===== src/rtl/axi_burst_reader_if.sv =====
// AXI4 read address/data channels plus the outgoing word stream of the burst reader.
// master = the burst reader; slave = memory side and stream consumer.
interface axi_burst_reader_if;
    logic [31:0] araddr;
    logic [7:0]  arlen;
    logic [2:0]  arsize;
    logic [1:0]  arburst;
    logic        arlock;
    logic        arvalid;
    logic        arready;
    logic [31:0] rdata;
    logic [1:0]  rresp;
    logic        rlast;
    logic        rvalid;
    logic        rready;
    logic [31:0] m_data;
    logic        m_valid;
    logic        m_ready;
    logic        m_last;

    modport master (
        output araddr, arlen, arsize, arburst, arlock, arvalid, rready,
        output m_data, m_valid, m_last,
        input  arready, rdata, rresp, rlast, rvalid, m_ready
    );

    modport slave (
        input  araddr, arlen, arsize, arburst, arlock, arvalid, rready,
        input  m_data, m_valid, m_last,
        output arready, rdata, rresp, rlast, rvalid, m_ready
    );
endinterface


===== src/rtl/axi_burst_reader.sv =====
// AXI4 INCR read-burst sequencer: fetches a contiguous word block, one burst in flight,
// split at MAX_BURST beats and at 4 KB pages, and streams the data out with zero latency.
module axi_burst_reader #(
    parameter int unsigned MAX_BURST = 16
) (
    input  logic                      aclk,
    input  logic                      aresetn,
    input  logic                      start,
    input  logic [31:0]               base_addr,
    input  logic [15:0]               len_words,
    output logic                      busy,
    output logic                      done,
    output logic                      err,
    axi_burst_reader_if.master        bus
);
    localparam logic [1:0] StIdle = 2'd0;
    localparam logic [1:0] StAddr = 2'd1;
    localparam logic [1:0] StData = 2'd2;
    localparam logic [1:0] StFin  = 2'd3;

    logic [1:0]  r_state;
    logic [31:0] r_addr;
    logic [15:0] r_remaining;
    logic [8:0]  r_beat_cnt;
    logic [31:0] r_araddr;
    logic [7:0]  r_arlen;
    logic        r_arvalid;
    logic        r_busy;
    logic        r_done;
    logic        r_err;

    logic [31:0] w_start_addr;
    logic [31:0] w_src_addr;
    logic [15:0] w_src_rem;
    logic [8:0]  w_beats;
    logic [8:0]  w_ar_beats;
    logic        w_in_data;
    logic        w_r_hs;

    // Largest burst that fits the request, MAX_BURST and the rest of the 4 KB page.
    function automatic logic [8:0] calc_beats(input logic [31:0] addr, input logic [15:0] rem);
        logic [12:0] page;
        logic [15:0] n;
        page = (13'd4096 - {1'b0, addr[11:0]}) >> 2;
        n    = (rem < 16'(MAX_BURST)) ? rem : 16'(MAX_BURST);
        if ({3'b000, page} < n) n = {3'b000, page};
        return n[8:0];
    endfunction

    assign w_start_addr = base_addr & ~32'h3;
    assign w_src_addr   = (r_state == StIdle) ? w_start_addr : r_addr;
    assign w_src_rem    = (r_state == StIdle) ? len_words : r_remaining;
    assign w_beats      = calc_beats(w_src_addr, w_src_rem);
    assign w_ar_beats   = {1'b0, r_arlen} + 9'd1;
    assign w_in_data    = (r_state == StData);
    assign w_r_hs       = w_in_data && bus.rvalid && bus.m_ready;

    always_ff @(posedge aclk or negedge aresetn) begin
        if (!aresetn) begin
            r_state     <= StIdle;
            r_addr      <= 32'd0;
            r_remaining <= 16'd0;
            r_beat_cnt  <= 9'd0;
            r_araddr    <= 32'd0;
            r_arlen     <= 8'd0;
            r_arvalid   <= 1'b0;
            r_busy      <= 1'b0;
            r_done      <= 1'b0;
            r_err       <= 1'b0;
        end else begin
            r_done <= 1'b0;
            case (r_state)
                StIdle: begin
                    if (start) begin
                        r_err  <= 1'b0;
                        r_busy <= 1'b1;
                        if (len_words == 16'd0) begin
                            r_state <= StFin;
                        end else begin
                            r_addr      <= w_start_addr;
                            r_remaining <= len_words;
                            r_araddr    <= w_start_addr;
                            r_arlen     <= 8'(w_beats - 9'd1);
                            r_arvalid   <= 1'b1;
                            r_state     <= StAddr;
                        end
                    end
                end
                StAddr: begin
                    if (bus.arready) begin
                        r_arvalid   <= 1'b0;
                        r_beat_cnt  <= w_ar_beats;
                        r_addr      <= r_addr + {21'd0, w_ar_beats, 2'b00};
                        r_remaining <= r_remaining - {7'd0, w_ar_beats};
                        r_state     <= StData;
                    end
                end
                StData: begin
                    if (w_r_hs) begin
                        r_beat_cnt <= r_beat_cnt - 9'd1;
                        if (bus.rresp != 2'b00) r_err <= 1'b1;
                        if (bus.rlast != (r_beat_cnt == 9'd1)) r_err <= 1'b1;
                        // Our beat count, not rlast, decides where the burst ends.
                        if (r_beat_cnt == 9'd1) begin
                            if (r_remaining != 16'd0) begin
                                r_araddr  <= r_addr;
                                r_arlen   <= 8'(w_beats - 9'd1);
                                r_arvalid <= 1'b1;
                                r_state   <= StAddr;
                            end else begin
                                r_state <= StFin;
                            end
                        end
                    end
                end
                StFin: begin
                    r_done  <= 1'b1;
                    r_busy  <= 1'b0;
                    r_state <= StIdle;
                end
                default: r_state <= StIdle;
            endcase
        end
    end

    assign bus.araddr  = r_araddr;
    assign bus.arlen   = r_arlen;
    assign bus.arsize  = 3'd2;
    assign bus.arburst = 2'b01;
    assign bus.arlock  = 1'b0;
    assign bus.arvalid = r_arvalid;
    assign bus.rready  = w_in_data && bus.m_ready;
    assign bus.m_valid = w_in_data && bus.rvalid;
    assign bus.m_data  = bus.rdata;
    assign bus.m_last  = w_in_data && bus.rvalid && (r_beat_cnt == 9'd1)
                         && (r_remaining == 16'd0);

    assign busy = r_busy;
    assign done = r_done;
    assign err  = r_err;
endmodule

===== src/flat_wrapper.sv =====
// flat-port wrapper written by rule: the top's interface ports become plain ports
module axi_burst_reader_flat 
#(
    parameter int unsigned MAX_BURST = 16
)
  (aclk, aresetn, start, base_addr, len_words, busy, done, err, bus_araddr, bus_arlen, bus_arsize, bus_arburst, bus_arlock, bus_arvalid, bus_rready, bus_m_data, bus_m_valid, bus_m_last, bus_arready, bus_rdata, bus_rresp, bus_rlast, bus_rvalid, bus_m_ready);
  axi_burst_reader_if bus_i ();
  input  logic aclk;
  input  logic aresetn;
  input  logic start;
  input  logic [31:0] base_addr;
  input  logic [15:0] len_words;
  output logic busy;
  output logic done;
  output logic err;
  output wire logic [$bits(bus_i.araddr)-1:0] bus_araddr;
  output wire logic [$bits(bus_i.arlen)-1:0] bus_arlen;
  output wire logic [$bits(bus_i.arsize)-1:0] bus_arsize;
  output wire logic [$bits(bus_i.arburst)-1:0] bus_arburst;
  output wire logic [$bits(bus_i.arlock)-1:0] bus_arlock;
  output wire logic [$bits(bus_i.arvalid)-1:0] bus_arvalid;
  output wire logic [$bits(bus_i.rready)-1:0] bus_rready;
  output wire logic [$bits(bus_i.m_data)-1:0] bus_m_data;
  output wire logic [$bits(bus_i.m_valid)-1:0] bus_m_valid;
  output wire logic [$bits(bus_i.m_last)-1:0] bus_m_last;
  input wire logic [$bits(bus_i.arready)-1:0] bus_arready;
  input wire logic [$bits(bus_i.rdata)-1:0] bus_rdata;
  input wire logic [$bits(bus_i.rresp)-1:0] bus_rresp;
  input wire logic [$bits(bus_i.rlast)-1:0] bus_rlast;
  input wire logic [$bits(bus_i.rvalid)-1:0] bus_rvalid;
  input wire logic [$bits(bus_i.m_ready)-1:0] bus_m_ready;
  assign bus_araddr = bus_i.araddr;
  assign bus_arlen = bus_i.arlen;
  assign bus_arsize = bus_i.arsize;
  assign bus_arburst = bus_i.arburst;
  assign bus_arlock = bus_i.arlock;
  assign bus_arvalid = bus_i.arvalid;
  assign bus_rready = bus_i.rready;
  assign bus_m_data = bus_i.m_data;
  assign bus_m_valid = bus_i.m_valid;
  assign bus_m_last = bus_i.m_last;
  assign bus_i.arready = bus_arready;
  assign bus_i.rdata = bus_rdata;
  assign bus_i.rresp = bus_rresp;
  assign bus_i.rlast = bus_rlast;
  assign bus_i.rvalid = bus_rvalid;
  assign bus_i.m_ready = bus_m_ready;
  axi_burst_reader #(.MAX_BURST(MAX_BURST)) u_core (.aclk(aclk), .aresetn(aresetn), .start(start), .base_addr(base_addr), .len_words(len_words), .busy(busy), .done(done), .err(err), .bus(bus_i));
endmodule

===== config.mk =====
export PLATFORM = sky130hd
export DESIGN_NAME = axi_burst_reader_flat
export DESIGN_NICKNAME = d
export VERILOG_FILES = /design/src/rtl/axi_burst_reader_if.sv /design/src/rtl/axi_burst_reader.sv /design/src/flat_wrapper.sv
export SDC_FILE = /design/constraint.sdc
export NUM_CORES = 1
export LEC_CHECK = 0
export CAP_MARGIN = 20
export CORE_UTILIZATION = 46
export CTS_CLUSTER_DIAMETER = 150
export DETAILED_ROUTE_END_ITERATION = 7
export GPL_ROUTABILITY_DRIVEN = 0
export PLACE_DENSITY = 0.76
export SKIP_CTS_REPAIR_TIMING = 1
export SYNTH_ARGS = -nofsm -noshare
export SYNTH_HDL_FRONTEND = slang
export SYNTH_SLANG_ARGS = --single-unit

===== constraint.sdc =====
create_clock -name aclk -period 4.8 [get_ports aclk]
set_clock_uncertainty 0.1 [all_clocks]
set_input_delay 0.96 -clock aclk [delete_from_list [all_inputs] [get_ports aclk]]
set_output_delay 0.96 -clock aclk [all_outputs]
set_load 0.05 [all_outputs]

Word level (Yosys, flattened, before mapping)
Cells that the tools add are included.
{"block": "totals", "reg_bits": 103, "in_bits": 89, "output_inout_bits": 85, "elab_cells": 99}
{"block": "op_classes", "add_sub_neg": 6, "magnitude_cmp": 2, "eq_ne": 12, "muxes": 47, "n_reduce_logical": 22}
{"operator": "32-bit two-way mux", "n": 6}
{"operator": "32-bit case mux with 2 select lines", "n": 2}
{"operator": "16-bit two-way mux", "n": 5}
{"operator": "8-bit two-way mux", "n": 6}
{"operator": "32-bit by 11-bit adder with 32-bit output", "n": 1}
{"operator": "16-bit zero test", "n": 2}
{"operator": "16-bit case mux with 2 select lines", "n": 1}
{"operator": "9-bit two-way mux", "n": 2}
{"operator": "9-bit case mux with 2 select lines", "n": 1}
{"operator": "11-bit by 16-bit less-than comparator with 1-bit output", "n": 1}
{"operator": "16-bit by 5-bit less-than comparator with 1-bit output, second input constant", "n": 1}
{"operator": "8-bit case mux with 2 select lines", "n": 1}
{"operator": "16-bit nonzero test", "n": 1}
{"operator": "16-bit by 9-bit subtractor with 16-bit output", "n": 1}
{"operator": "13-bit by 12-bit subtractor with 13-bit output, first input constant", "n": 1}
{"operator": "1-bit two-way mux", "n": 12}
{"operator": "12-bit two-way mux", "n": 1}
{"operator": "2-bit two-way mux", "n": 6}
{"operator": "2-bit inequality test, second input constant", "n": 6}
{"operator": "4-bit AND reduction", "n": 3}
{"operator": "2-bit nonzero test", "n": 5}
{"operator": "8-bit by 1-bit adder with 9-bit output, second input constant", "n": 1}
{"operator": "9-bit by 1-bit == test with 1-bit output, second input constant", "n": 1}
{"operator": "9-bit by 1-bit subtractor with 9-bit output, second input constant", "n": 1}
{"operator": "other kinds (15)", "n": 21}

Longest topological paths before layout
Gate-level depths: netlist (run 1).
{"block": "logic_depth", "word_depth": 11, "depth_mapped": 23, "ltp_nobuf": 20}

Worst setup path before layout (run 1)
Ideal clock, no wire load.
{"block": "synth_path", "kind": "register to register", "from": "register u_core.r_state[0]", "to": "register u_core.r_arlen[6] (netlist: u_core.bus.arlen[6])", "setup_ns": 0.095, "arrival_time_ns": 4.335, "t_required_ns": 4.605, "slack_ns": 0.269, "stages_incl_launch_ff": 22, "path_buffers": 4, "period_less_slack_ns": 4.531, "path_cell_list": "dfrtp_1 -> buf_2 -> nor2_2 -> buf_2 -> buf_2 -> mux2i_1 -> ha_1 -> nand3_1 -> xnor2_1 -> ha_1 -> a21o_1 -> a21o_1 -> nand2_1 -> nand3b_1 -> o31a_2 -> buf_2 -> mux2i_1 -> ha_1 -> nand2b_1 -> nor4_1 -> xor2_1 -> o31ai_1"}
{"block": "synth_via", "elab_chain_len": 11, "word_cells_on_any_way": 25, "cone_classes": "add/sub: 2; order compare: 2; eq/ne: 6; mux: 10; reduce/logical: 5"}
{"item": "start, declared", "line": "axi_burst_reader.sv:21", "source": "logic [1:0] r_state;"}
{"item": "start signal, assigned", "line": "axi_burst_reader.sv:60", "source": "r_state <= StIdle;"}
{"item": "start signal, assigned", "line": "axi_burst_reader.sv:78", "source": "r_state <= StFin;"}
{"item": "start signal, assigned", "line": "axi_burst_reader.sv:85", "source": "r_state <= StAddr;"}
{"item": "2-bit zero test", "line": "axi_burst_reader.sv:51, axi_burst_reader.sv:52, axi_burst_reader.sv:72"}
{"item": "16-bit two-way mux", "line": "axi_burst_reader.sv:52", "source": "assign w_src_rem = (r_state == StIdle) ? len_words : r_remaining;"}
{"item": "16-bit by 5-bit less-than comparator with 1-bit output", "line": "axi_burst_reader.sv:45", "source": "n = (rem < 16'(MAX_BURST)) ? rem : 16'(MAX_BURST);"}
{"item": "16-bit two-way mux", "line": "axi_burst_reader.sv:45"}
{"item": "11-bit by 16-bit less-than comparator with 1-bit output", "line": "axi_burst_reader.sv:46", "source": "if ({3'b000, page} < n) n = {3'b000, page};"}
{"item": "8-bit two-way mux", "line": "axi_burst_reader.sv:46"}
{"item": "8-bit by 1-bit subtractor with 8-bit output", "line": "axi_burst_reader.sv:83, axi_burst_reader.sv:107"}
{"item": "8-bit two-way mux", "line": "axi_burst_reader.sv:105", "source": "if (r_remaining != 16'd0) begin"}
{"item": "8-bit two-way mux", "line": "axi_burst_reader.sv:104", "source": "if (r_beat_cnt == 9'd1) begin"}
{"item": "8-bit two-way mux", "line": "axi_burst_reader.sv:99", "source": "if (w_r_hs) begin"}
{"item": "8-bit case mux with 2 select lines", "line": "axi_burst_reader.sv:72", "source": "case (r_state)"}
{"item": "end signal, assigned", "line": "axi_burst_reader.sv:83", "source": "r_arlen <= 8'(w_beats - 9'd1);"}
{"item": "end signal, assigned", "line": "axi_burst_reader.sv:107", "source": "r_arlen <= 8'(w_beats - 9'd1);"}
{"item": "end, declared", "line": "axi_burst_reader.sv:26", "source": "logic [7:0] r_arlen;"}
Several ways; a longest one is shown, not always the timed one. The select of a mux whose other input is x is not followed.
A chain may end at the register's enable or synchronous reset.

Worst setup path in the final report (run 1)
{"block": "layout_path", "from": "input port base_addr[6]", "to": "register u_core.r_arlen[6] (netlist: u_core.bus.arlen[6])"}
{"block": "layout_via", "elab_chain_len": 9, "word_cells_on_any_way": 11, "cone_classes": "add/sub: 2; order compare: 1; mux: 8"}
{"item": "start, declared", "line": "flat_wrapper.sv:11", "source": "input logic [31:0] base_addr;"}
{"item": "12-bit two-way mux (*)", "line": "axi_burst_reader.sv:51", "source": "assign w_src_addr = (r_state == StIdle) ? w_start_addr : r_addr;"}
{"item": "13-bit by 12-bit subtractor with 13-bit output (*)", "line": "axi_burst_reader.sv:44", "source": "page = (13'd4096 - {1'b0, addr[11:0]}) >> 2;"}
{"item": "11-bit by 16-bit less-than comparator with 1-bit output", "line": "axi_burst_reader.sv:46"}
{"item": "8-bit two-way mux (*)", "line": "axi_burst_reader.sv:46"}
{"item": "8-bit by 1-bit subtractor with 8-bit output (*)", "line": "axi_burst_reader.sv:83, axi_burst_reader.sv:107"}
{"item": "8-bit two-way mux", "line": "axi_burst_reader.sv:105"}
{"item": "8-bit two-way mux", "line": "axi_burst_reader.sv:104"}
{"item": "8-bit two-way mux", "line": "axi_burst_reader.sv:99"}
{"item": "8-bit case mux with 2 select lines (*)", "line": "axi_burst_reader.sv:72"}
Mark *: on every way between the ends. The rest lies on a longest branch, timed or not. The select of a mux whose other input is x is not followed.

==> metrics.cfg, run 1 <==
[critical_path]
cp_cell_sequence = clkdlybuf4s50_1, or4_4, o31ai_2, nand2_1, nor3_2, nand2b_1, xnor2_1, a21oi_1, ha_1, a21o_1, a21oi_2, nand3b_1, o31a_2, mux2i_2, ha_2, nand2b_1, nor4_2, xor2_1, o31ai_1
worstPathRequired_ps = 4960
worstRegToRegCells = 17
crit_type = in -> reg
cpMostUsedCell = nand2b_1
endpoint = u_core.bus.arlen[6]
slowest_stage = or4_4
crit_family = simple AND/OR/NAND/NOR gates
path_buf_inv = 1
worst_path_largest_cell_delay_ps = 500
cp-startpoint = base_addr[6]
cp_num_cells = 19
crit_arrival_ps = 4760
start_kind = input pin
r2r_start = u_core.r_state[0]
crit_path_end_kind = register
ff2ff_setup_slack_ps = 310
r2r-end = u_core.bus.arlen[6]
path_max_fanout = 4

[placement]
dp_slack_ps = -281
dpl-instance-area_um2 = 8300
place_hpwl_mm = 14.1
numPortBuffers = 99

[global_routing]
antenna_found_initial = 0
grt_pass1_vias = 6174
overflow = 0
grt.total_usage_pct = 24.7
grt_max_degree = 74
grt-busiest-layer = met2
grt_util_met3_pct = 4.26
grt_first_pass_wirelength_mm = 31.6
use_met1_pct = 34.0
met2_usage_pct = 38.8

[clock_tree]
worstSkewPairLatency_ps = 350
root_buffer = clkbuf_16
cts_sinks = 99
cts.clk_slew.worst_paths_ps = 70
cts_max_level = 3
cts_tree = yes
ctsLongestPathBuffers = 2
numCtsBuffers = 9

[detailed_routing]
routed_wirelength_mm = 19.3
first_pass_iters = 5
first_iter_violations = 445
vias_per_cell = 5.88
ant_nets = 0
wl_per_cell_um = 17.0
vias = 6683
drc = 0

[floorplan]
die_w_um = 127
start_util_pct = 47.2
die-area_um2 = 16100
core-area_um2 = 15200
pin_count = 174
row_count = 45
die_y_um = 127

[yosys]
synth.area.top_cells = dfrtp_1 (34%), ha_1 (5.9%), mux2i_1 (5.9%)
syn_inst = 863
synth_largest_area_cell = dfrtp_1
postSynthAreaPerCell_um2 = 8.32
synthDistinctLibCells = 66
synth_most_common_cell = nand2_1
ys.flop_type = dfrtp_1
synth_warnings = 0
synth-seq-cells = 99
async_flop_share_pct = 100
netlist_top_cells_count = nand2_1 (106), dfrtp_1 (99), o21ai_0 (81), a21oi_1 (65), nor2_1 (61)
seq_area_frac_synth_pct = 34.5
yosysTopAreaCellShare_pct = 34.5
synth_edf_count = 0
synthesis.area_um2 = 7180

[timing]
hold_violations = 0
post-route-worst-setup-slack_ps = 201
final-setup-viol-count = 0
finalMaxSlewViolations = 0
fmax_ghz = 0.217
timing.final.crit_share_pct = 95.8
period_minus_slack_ps = 4600
worst_pin_slew_ps = 964
slew_headroom_pct = 35.8

[final_layout]
fin_area_um2 = 8680
layout-drive-gt1-share_pct = 9.38
fin_nets = 1070
area_growth_pct = 20.8
diodes = 0

[pwr]
p_leak_nw = 3.80
p_total_mw = 6.87
powerDensity_nw_per_um2 = 792
peakVddDrop_mv = 0.429

[flow_run]
timing.max_cap.violations = 0

[min_path]
min_path_type = reg -> reg

[status]
status = finished clean

cell families (layout without fill, tap and decap cells):
logic type | after synthesis | in the layout | synth area share [%]
and+or+nand+nor | 287 | 287 | 18.9
AOI/OAI and AO/OA | 247 | 247 | 21.0
buffers and inverters | 109 | 181 | 8.01
DFF | 99 | 99 | 34.5
muxes | 46 | 46 | 6.48
xor gates and xnor gates | 37 | 37 | 4.51
adders and majority gates | 36 | 36 | 6.48
other | 2 | 16 | 0.105
sequential cells by signal, indices dropped and copies added (netlist names):
register            cells
u_core.bus.araddr      30
u_core.r_addr          30
u_core.r_remaining     16
u_core.r_beat_cnt       9
u_core.bus.arlen        8
u_core.r_state          2
u_core.bus.arvalid      1
u_core.busy             1
u_core.done             1
u_core.err              1
layout by cell type (no fill, tap or decap), drive strengths merged, types with 6 or more instances in the layout:
cell type / netlist / layout
inv: 24 / 26
clkbuf: 35 / 10
a31oi: 11 / 11
nor4: 14 / 14
nor2: 62 / 62
a21oi: 65 / 65
o31ai: 6 / 6
o22ai: 12 / 12
and3: 11 / 11
nand2: 106 / 106
dfrtp: 99 / 99
or4: 9 / 9
conb: 2 / 16
nor2b: 7 / 7
clkdlybuf4s50: 0 / 98
xor2: 16 / 16
xnor2: 21 / 21
buf: 50 / 44
nand2b: 9 / 9
and2: 6 / 6
a21o: 16 / 16
ha: 34 / 34
o21ai: 82 / 82
mux2i: 42 / 42
nor3: 18 / 18
or3: 7 / 7
nand3: 26 / 26
report_power, final:
part	internal (mW)	leakage, nW	switching, mW	total [mW]
sequential	1.24	1.18	0.446	1.69
clock	0.420	0.149	0.332	0.752
combinational	1.76	2.47	2.67	4.43
tightest hold or removal path, delay by kind of cell (launching register included):
family,cells,cell delay [ps]
AOI/OAI and AO/OA,1,60
DFF,1,340
and+or+nand+nor,1,40
area by class of cell:
type	instances	area, um2
Clock buffer	10	239
Clock inverter	5	61.3
Fill cell	1378	6520
Inverter	24	90.1
Multi-Input combinational cell	669	4260
Sequential cell	99	2480
Tap cell	188	235
Timing Repair Buffer	142	1310
how the worst min path moves through the flow:
stage | startpoint | end | slack (ps) | depth (start not counted)
finish | u_core.bus.araddr[8] | u_core.bus.araddr[8] | 380 | 2
CTS | u_core.bus.araddr[18] | u_core.bus.araddr[18] | 390 | 2
global placement | u_core.bus.araddr[2] | u_core.bus.araddr[2] | 360 | 2
detailed placement | u_core.bus.arvalid | u_core.bus.arvalid | 370 | 2
floorplan | u_core.r_addr[14] | u_core.r_addr[14] | 370 | 1
global route | u_core.bus.araddr[10] | u_core.bus.araddr[10] | 410 | 2
layer usage:
layer	part of all wire (%)	wire [um]
met2	47	9060
met5	0	0
met3	6.6	1270
met4	2.0	388
met1	45	8600
stage by stage:
step | util, % | hold WS [ps] | TNS [ps] | cells
2_1_floorplan | - | 373 | 0 | 877
3_3_place_gp | 54.6 | 361 | -192 | 1119
3_5_place_dp | 54.6 | 370 | -662 | 1120
4_1_cts | 56.6 | 388 | 0 | 1135
5_1_grt | 57.1 | 412 | -85.1 | 1137
6_report | 57.1 | 382 | 0 | 1137
Note: power is estimated with default switching activity, not from simulation.
==> run 2, diff against run 1 <==
--- a/config.mk
+++ b/config.mk
@@ -6,11 +6,11 @@
 export NUM_CORES = 1
 export LEC_CHECK = 0
 export CAP_MARGIN = 20
-export CORE_UTILIZATION = 46
+export CORE_UTILIZATION = 50
 export CTS_CLUSTER_DIAMETER = 150
 export DETAILED_ROUTE_END_ITERATION = 7
 export GPL_ROUTABILITY_DRIVEN = 0
-export PLACE_DENSITY = 0.76
+export PLACE_DENSITY = 0.79
 export SKIP_CTS_REPAIR_TIMING = 1
 export SYNTH_ARGS = -nofsm -noshare
 export SYNTH_HDL_FRONTEND = slang
==> constraint.sdc (replaced) <==
create_clock -name aclk -period 5.4 [get_ports aclk]
set_clock_uncertainty 0.1 [all_clocks]
set_input_delay 1.08 -clock aclk [delete_from_list [all_inputs] [get_ports aclk]]
set_output_delay 1.08 -clock aclk [all_outputs]
set_load 0.05 [all_outputs]
==> run 2 against run 1 <==
Clock power fell by 15%. Die area down 7.9%. Worst hold slack got worse by 5.7 ps. Global-route usage grew 1.5 points. Highest routed layer unchanged. Sequential share of layout area grew 0.85 points. Cell count is 2.6% lower. Clock-buffer cell count increased by 2. Wire length down 3.6%. Flip-flop and latch count stayed put. Largest cell class unchanged. Critical endpoint unchanged.
==> metrics.cfg, run 2 (synthesis gave the netlist of run 1 again) <==
[critical_path]
cp_num_cells = 19  ; unchanged
start_kind = input pin  ; unchanged
slowest_stage = or4_1  ; was or4_4
crit_path_end_kind = register  ; unchanged
path_max_fanout = 4  ; unchanged
crit_arrival_ps = 5120  ; was 4760 ps
worstRegToRegCells = 18  ; was 17
crit_family = simple AND/OR/NAND/NOR gates  ; unchanged
path_buf_inv = 1  ; unchanged
worst_path_largest_cell_delay_ps = 500  ; about the same
r2r_start = u_core.r_state[1]  ; was u_core.r_state[0]
worstPathRequired_ps = 5560  ; was 4960 ps
crit_type = in -> reg  ; unchanged
ff2ff_setup_slack_ps = 980  ; was 310 ps
cp-startpoint = base_addr[8]  ; was base_addr[6]
r2r-end = u_core.bus.arlen[6]  ; unchanged
endpoint = u_core.bus.arlen[6]  ; unchanged
cp_cell_sequence = clkdlybuf4s50_1, or4_1, o31ai_1, nand2_1, nor3_1, nand2b_1, xnor2_1, a21oi_1, ha_1, a21o_1, a21oi_1, nand3b_1, o31a_2, mux2i_1, ha_1, nand2b_1, nor4_1, xor2_1, o31ai_1  ; was clkdlybuf4s50_1, or4_4, o31ai_2, nand2_1, nor3_2, nand2b_1, xnor2_1, a21oi_1, ha_1, a21o_1, a21oi_2, nand3b_1, o31a_2, mux2i_2, ha_2, nand2b_1, nor4_2, xor2_1, o31ai_1

[flow_run]
timing.max_cap.violations = 0  ; unchanged

[global_routing]
antenna_found_initial = 0  ; unchanged
grt_first_pass_wirelength_mm = 30.1  ; was 31.6 mm
grt_pass1_vias = 5975  ; was 6174
grt_max_degree = 64  ; was 74
overflow = 0  ; unchanged
grt.total_usage_pct = 26.2  ; was 24.7%

[timing]
totalNegativeSetupSlack_ps = 0  ; unchanged
final-setup-viol-count = 0  ; unchanged
timing.final.crit_share_pct = 91.9
finalMaxSlewViolations = 0  ; unchanged
slew_headroom_pct = 42.1  ; was 35.8%
period_minus_slack_ps = 4960
fmax_ghz = 0.201
whs_ps = 377  ; was 382 ps
worst_pin_slew_ps = 867  ; was 964 ps
rsz0062_at_grt = no
hold_violations = 0  ; unchanged

[detailed_routing]
routed_wirelength_mm = 18.6  ; was 19.3 mm
ant_nets = 0  ; unchanged
first_iter_violations = 495  ; was 445
drc = 0  ; unchanged
vias_per_cell = 5.90  ; was 5.88
first_pass_iters = 7  ; was 5
wl_per_cell_um = 16.8  ; was 17.0 um
vias = 6532  ; was 6683

[clock_tree]
worstSkewPairLatency_ps = 360  ; was 350 ps
cts_max_level = 3  ; unchanged
cts_tree = yes  ; unchanged
numCtsBuffers = 9  ; unchanged
ctsLongestPathBuffers = 2  ; unchanged
cts_sinks = 99  ; unchanged
cts.clk_slew.worst_paths_ps = 60  ; was 70 ps
root_buffer = clkbuf_16  ; unchanged

[floorplan]
die_y_um = 122  ; was 127 um
start_util_pct = 51.5  ; was 47.2%
die-area_um2 = 14800  ; was 16100 um2
die_w_um = 122  ; was 127 um
core-area_um2 = 13900  ; was 15200 um2
pin_count = 174  ; unchanged
row_count = 43  ; was 45

[placement]
numPortBuffers = 99  ; unchanged
place_hpwl_mm = 13.4  ; was 14.1 mm
dp_cells = 1090  ; was 1120

[final_layout]
diodes = 0  ; unchanged
fin_nets = 1047  ; was 1070
area_growth_pct = 17.3  ; was 20.8%
mostFrequentLayoutCell = nand2_1  ; unchanged
layout_common_cells = nand2_1 (106), dfrtp_1 (99), clkdlybuf4s50_1 (98), o21ai_0 (81), a21oi_1 (65)  ; was nand2_1 (106), dfrtp_1 (99), clkdlybuf4s50_1 (98), o21ai_0 (78), a21oi_1 (64)
layout-drive-gt1-share_pct = 5.83  ; was 9.38%
layout.cells.non_filler = 1107  ; was 1137

[pwr]
powerDensity_nw_per_um2 = 704  ; was 792 nW/um2
p_leak_nw = 3.67  ; was 3.80 nW
peakVddDrop_mv = 0.301  ; was 0.429 mV

[min_path]
min_path_type = reg -> reg  ; unchanged

[status]
status = finished clean  ; unchanged

==> run 2: cell count changes in the layout (fill, tap and decap cells not counted), sizes merged <==
cell      before  now
bufinv         1    0
inv           26   25
clkbuf        10   12
buf           44   21
clkinvlp       0    1
==> run 2: area by class of cell <==
| cell class | count | area (um2) |
|---|---|---|
| clock inverters | 4 | 33.8 |
| multi-input cells | 669 | 4210 |
| fillers | 1238 | 5510 |
| well taps | 180 | 225 |
| inverters | 24 | 90.1 |
| repair buffers | 119 | 1140 |
| flip-flops and latches | 99 | 2480 |
| clock buffers | 12 | 256 |
==> run 2: through the flow <==
stage	setup WS [ps]	util (%)	instance area (um2)	power (mW)
global placement	249	58.3	8130	5.15
global route	94.2	60.5	8430	6.39
finish	437	60.5	8430	5.93
CTS	469	60.4	8420	5.90
floorplan	778	-	7230	4.28
detailed placement	103	58.3	8130	5.25
==> run 2: worst min-delay path, cell delays in order (launching register included) <==
cell and delay, ps:
dfrtp_1 340, nand2_1 50, o21ai_0 60
==> run 2: how the worst min path moves through the flow <==
stage,startpoint,end,slack (ps),depth (start not counted)
2_1_floorplan,u_core.r_addr[14],u_core.r_addr[14],370,1
3_3_place_gp,u_core.bus.araddr[5],u_core.bus.araddr[5],360,2
3_5_place_dp,u_core.bus.araddr[5],u_core.bus.araddr[5],370,2
4_1_cts,u_core.bus.araddr[5],u_core.bus.araddr[5],380,2
5_1_grt,u_core.bus.araddr[5],u_core.bus.araddr[5],410,2
6_report,u_core.bus.araddr[5],u_core.bus.araddr[5],380,2
==> run 2: metal layers <==
metal	GRT usage, %	vias to the layer above	share of wire [%]	routed length [um]
met5	0	-	0	0
met4	11.5	0	2.5	470
met3	3.18	36	6.9	1290
met2	40.0	247	45	8400
met1	37.3	3091	45	8450
li1	-	3158	-	-
==> run 2: power breakdown <==
part / switching [mW] / internal [mW]
Clock: 0.296 / 0.342
Combinational: 2.33 / 1.48
Sequential: 0.384 / 1.10
